<file path="src/rtl/fsm_counter_pkg.sv">
// fsm_counter_pkg: shared state encoding for the window counter FSM
package fsm_counter_pkg;
  localparam int STATE_W = 2;
  typedef enum logic [STATE_W-1:0] {S_IDLE, S_ARM, S_COUNT, S_DONE} fsm_state_t;
endpackage

</file>
<file path="src/rtl/fsm_window_counter.sv">
// fsm_window_counter: start/stop counter that finishes on a stop inside a runtime window
// Ports: clk, rst (async, active-high); start, stop, abort, clear controls;
//   win_lo/win_hi inclusive unsigned window; counter running count; cap_value count at stop
//   accept; state FSM state; busy in ARM/COUNT; done 1-cycle pulse; overflow sticky all-ones hit.
module fsm_window_counter
  import fsm_counter_pkg::*;
#(
  parameter int WIDTH = 8,
  parameter bit WRAP  = 1'b1
) (
  input  logic             clk,
  input  logic             rst,
  input  logic             start,
  input  logic             stop,
  input  logic             abort,
  input  logic             clear,
  input  logic [WIDTH-1:0] win_lo,
  input  logic [WIDTH-1:0] win_hi,
  output logic [WIDTH-1:0] counter,
  output logic [WIDTH-1:0] cap_value,
  output fsm_state_t       state,
  output logic             busy,
  output logic             done,
  output logic             overflow
);
  fsm_state_t state_nxt;
  logic       at_max;
  logic       accept;
  assign at_max = &counter;
  // window test uses the pre-increment count; an inverted window never matches
  assign accept = stop && counter >= win_lo && counter <= win_hi;
  assign busy   = state == S_ARM || state == S_COUNT;
  always_comb begin
    state_nxt = S_IDLE;
    case (state)
      S_IDLE:  state_nxt = start ? S_ARM : S_IDLE;
      S_ARM:   state_nxt = abort ? S_IDLE : S_COUNT;
      S_COUNT: state_nxt = abort ? S_IDLE : accept ? S_DONE : S_COUNT;
      S_DONE:  state_nxt = clear ? S_IDLE : S_DONE;
      default: state_nxt = S_IDLE;
    endcase
  end
  always_ff @(posedge clk or posedge rst) begin
    if (rst) begin
      state     <= S_IDLE;
      counter   <= '0;
      cap_value <= '0;
      done      <= 1'b0;
      overflow  <= 1'b0;
    end else begin
      state <= state_nxt;
      done  <= state == S_COUNT && !abort && accept;
      case (state)
        S_ARM: begin
          counter  <= '0;
          overflow <= 1'b0;
        end
        S_COUNT: begin
          if (abort) counter <= '0;
          else begin
            // keeps counting on the accept cycle; capture takes the value before the step
            counter  <= at_max ? (WRAP ? '0 : counter) : counter + 1'b1;
            overflow <= overflow | at_max;
            if (accept) cap_value <= counter;
          end
        end
        S_DONE:  if (clear) counter <= '0;
        default: counter <= '0;
      endcase
    end
  end
endmodule
</file>
<file path="config.mk">
export PLATFORM = sky130hd
export DESIGN_NAME = fsm_window_counter
export DESIGN_NICKNAME = d
export VERILOG_FILES = /design/src/rtl/fsm_counter_pkg.sv /design/src/rtl/fsm_window_counter.sv
export SDC_FILE = /design/constraint.sdc
export NUM_CORES = 1
export LEC_CHECK = 0
export ABC_AREA = 1
export CAP_MARGIN = 25
export CORE_MARGIN = 2
export CORE_UTILIZATION = 30
export CTS_BUF_LIST = sky130_fd_sc_hd__clkbuf_16
export CTS_CLUSTER_DIAMETER = 80
export DETAILED_ROUTE_END_ITERATION = 8
export PLACE_DENSITY = 0.59
export SYNTH_ARGS = -nofsm -noshare
export SYNTH_HDL_FRONTEND = slang
export SYNTH_SLANG_ARGS = --single-unit
</file>
<file path="constraint.sdc">
create_clock -name clk -period 2 [get_ports clk]
set_input_delay 0.4 -clock clk [delete_from_list [all_inputs] [get_ports clk]]
set_output_delay 0.4 -clock clk [all_outputs]
set_load 0.02 [all_outputs]
</file>
==> flow_summary.toml, run 1 <==
[yosys]
avgSynthCellArea_um2 = 8.31
ys.flop_type = "dfrtp_1"
yosysMostFrequentCell = "nand2_1"
ys_ff_latch = 20
synth-adder-area-share_pct = 17.7
ys_async_sr_fraction_pct = 100
synthXorXnorAreaFrac_pct = 1.18
postSynthCellCount = 179
synth-simple-area-share_pct = 31.6
yosys_warnings = 0
synth_mux_area_share_pct = 0
seq_area_frac_synth_pct = 33.6
synth_top_family_by_area = "simple AND/OR/NAND/NOR gates"
synthesis.area_um2 = 1490
syn_nets = 222
yosys.area.top_type = "dfrtp_1"
ys_top_cells_by_area = "dfrtp_1 (34%), ha_1 (18%), nand2_1 (11%), inv_1 (8.8%), nand4_1 (4.2%)"
synth_edf_count = 0
synth_compound_area_share_pct = 6.81
synthDistinctLibCells = 27
ys_top_cells_by_count = "nand2_1 (42), inv_1 (35), ha_1 (21), dfrtp_1 (20)"
yosysTopAreaCellShare_pct = 33.6

[route]
drt-initial-drc-count = 61
wire_per_inst_um = 11.0
drt_wl_total_um = 3290
detail_route.first_pass.iterations = 4
vias = 1282
final_antenna_net_count = 0
vias_per_cell = 4.30
drcViolationCount = 0

[clock_tree]
cts_sinks = 20
clk_latency_ns = 0.25
cts_buffers = 3
cts_buffer_depth = 2
clk_pin_slew_worst_paths_ns = 0.06
htreeDepth = 1
root_buffer = "clkbuf_16"
cts_tree = "done"
cts_hold_buf = 0

[sta]
finalCritPeriodShare_pct = 93.0
layout_min_cycle_time_ns = 1.86
clock_skew_ns = 0.00318
drv_slew = 0
final_hold_viol_count = 0
tns_ns = 0
max-slew-margin-rel_pct = 77.7
worst_slew_pin_slew_ns = 0.335
grt_setup_unrepaired = "no"
clock.fmax_mhz = 537
setup_viol = 0

[worst_setup_path]
cp-start-kind = "register"
crit_path_end_kind = "output pin"
cp.arrival_ns = 1.46
r2r_cells = 9
critPathTopFamily = "buffers and inverters"
crit_slowest_cell = "clkdlybuf4s50_1"
crit_cells = 1
cpPeakStageDelay_ns = 0.67
worst-path-max-fanout = 8
crit_type = "reg -> out"
required_ns = 1.60
crit_chain = "clkdlybuf4s50_1"
crit_buf_inv = 1

[power]
ir_worst_vdd_mv = 0.329
power.leakage_nw = 1.11
total_power_w = 0.00137
powerDensity_nw_per_um2 = 634

[die]
chipWidth_um = 74.4
die_h_um = 74.4
die-area_um2 = 5540
top_level_ports = 43
row_count = 25
initial_core_util_pct = 31.3
core_um2 = 4750

[cells_and_area]
nFillCells = 493
layout-drive-gt1-share_pct = 12.1
regArea_um2 = 500
final_nets = 275
syn_to_final_growth_pct = 45.4
multi_input_area_um2 = 870
diodes = 0

[place]
dp_hpwl_um = 2630
place.port_buffers = 42
globalplace.congestion = 0.858

[global_route]
grt_remaining_overflow = 0
grt_usage_pct = 12.9
grt_max_degree = 21
grt_pass1_vias = 1209
grt_antenna_before_repair = 0
grt_first_pass_wirelength_um = 5440

[status]
status = "finished, final reports clean"

[hold_path]
holdCritPathClass = "in -> async"

[flow_run]
cap_violations = 0
-- stage by stage --
| stage | instances | area, um2 | utilization, % | hold slack (ns) | worst slack [ns] |
|---|---|---|---|---|---|
| 2_1_floorplan | 179 | 1490 | - | 0.364 | 0.382 |
| 3_3_place_gp | 293 | 2040 | 42.9 | 0.461 | -0.0898 |
| 3_5_place_dp | 293 | 2040 | 42.9 | 0.463 | -0.0956 |
| 4_1_cts | 297 | 2150 | 45.1 | 0.477 | 0.125 |
| 5_1_grt | 298 | 2160 | 45.5 | 0.502 | 0.0201 |
| 6_report | 298 | 2160 | 45.5 | 0.470 | 0.139 |
-- final timing paths --
path,startpoint,endpoint,slack (ns)
worst max-delay path,counter[6],counter[6],0.14
min in group clk,cap_value[2],cap_value[2],0.47
worst max register to register,counter[7],cap_value[4],0.30
worst min-delay path,rst,cap_value[1],0.47
worst min register to register,cap_value[2],cap_value[2],0.47
max in group asynchronous,rst,counter[1],1.31
-- sequential cells by signal, summed over array words and instances, names as in the netlist --
name	count
overflow	1
state	2
done	1
cap_value	8
counter	8
-- placed cells by master (no fill, tap or decap), types with 2 or more instances in the layout --
master / instances
nor2_1: 10
nor2_2: 3
dfrtp_1: 20
a21o_1: 2
nand4_1: 10
nand3_4: 3
nand2_1: 42
buf_4: 4
clkbuf_16: 3
a21oi_1: 7
inv_1: 35
clkdlybuf4s50_1: 41
nand3_1: 3
nor2_4: 3
ha_1: 21
o21ai_0: 5
xor2_1: 2
a21oi_2: 2
-- kinds of logic (layout without fill, tap and decap cells) --
family,count (synthesis),in the layout
AOI/OAI and AO/OA,17,17
xor gates and xnor gates,2,2
and+or+nand+nor,83,84
adders and majority gates,21,21
DFF,20,20
buffers and inverters,36,87
-- cell type report --
| type | instances | share of cell area [%] |
|---|---|---|
| clock inverter | 1 | 1.39 |
| inverter | 36 | 6.25 |
| clock buffer | 3 | 3.47 |
| tap | 67 | 3.88 |
| timing repair buffer | 47 | 21.7 |
| sequential | 20 | 23.1 |
| multi-input combinational | 124 | 40.2 |
-- power breakdown --
part           internal (W)  switching [W]  total, W
sequential         0.000426      0.0000271  0.000453
clock              0.000397       0.000149  0.000546
combinational      0.000162       0.000211  0.000373
total              0.000985       0.000387   0.00137
-- per-layer routing --
| layer | vias to the layer above | global-route usage, % | part of all wire [%] |
|---|---|---|---|
| met1 | 573 | 17.0 | 46 |
| met3 | 2 | 3.25 | 3.2 |
| met2 | 23 | 20.9 | 51 |
| met5 | - | 0 | 0 |
| li1 | 684 | - | - |
| met4 | 0 | 3.57 | 0.58 |
-- what timing repair did --
| action | in CTS | in global routing |
|---|---|---|
| endpoints found under the setup margin | 1 | 6 |
| gates cloned | 0 | 1 |
| gates resized for setup | 1 | 1 |
| pin swaps | 0 | 1 |
| setup buffers | 0 | 0 |
Note: power is estimated with default switching activity, not from simulation.
==> inputs of run 2 (changes only) <==
--- a/config.mk
+++ b/config.mk
@@ -12,7 +12,9 @@
 export CTS_BUF_LIST = sky130_fd_sc_hd__clkbuf_16
 export CTS_CLUSTER_DIAMETER = 80
 export DETAILED_ROUTE_END_ITERATION = 8
+export GPL_ROUTABILITY_DRIVEN = 0
 export PLACE_DENSITY = 0.59
+export REMOVE_ABC_BUFFERS = 1
 export SYNTH_ARGS = -nofsm -noshare
 export SYNTH_HDL_FRONTEND = slang
 export SYNTH_SLANG_ARGS = --single-unit
==> results of run 2 <==
Same layout as run 1: the final DEF is identical, and so are final timing and power.
==> inputs of run 3 (changes only) <==
--- a/config.mk
+++ b/config.mk
@@ -6,7 +6,7 @@
 export NUM_CORES = 1
 export LEC_CHECK = 0
 export ABC_AREA = 1
-export CAP_MARGIN = 25
+export CAP_MARGIN = 20
 export CORE_MARGIN = 2
 export CORE_UTILIZATION = 30
 export CTS_BUF_LIST = sky130_fd_sc_hd__clkbuf_16
==> results of run 3 <==
Same layout as run 1: the final DEF is identical, and so are final timing and power.
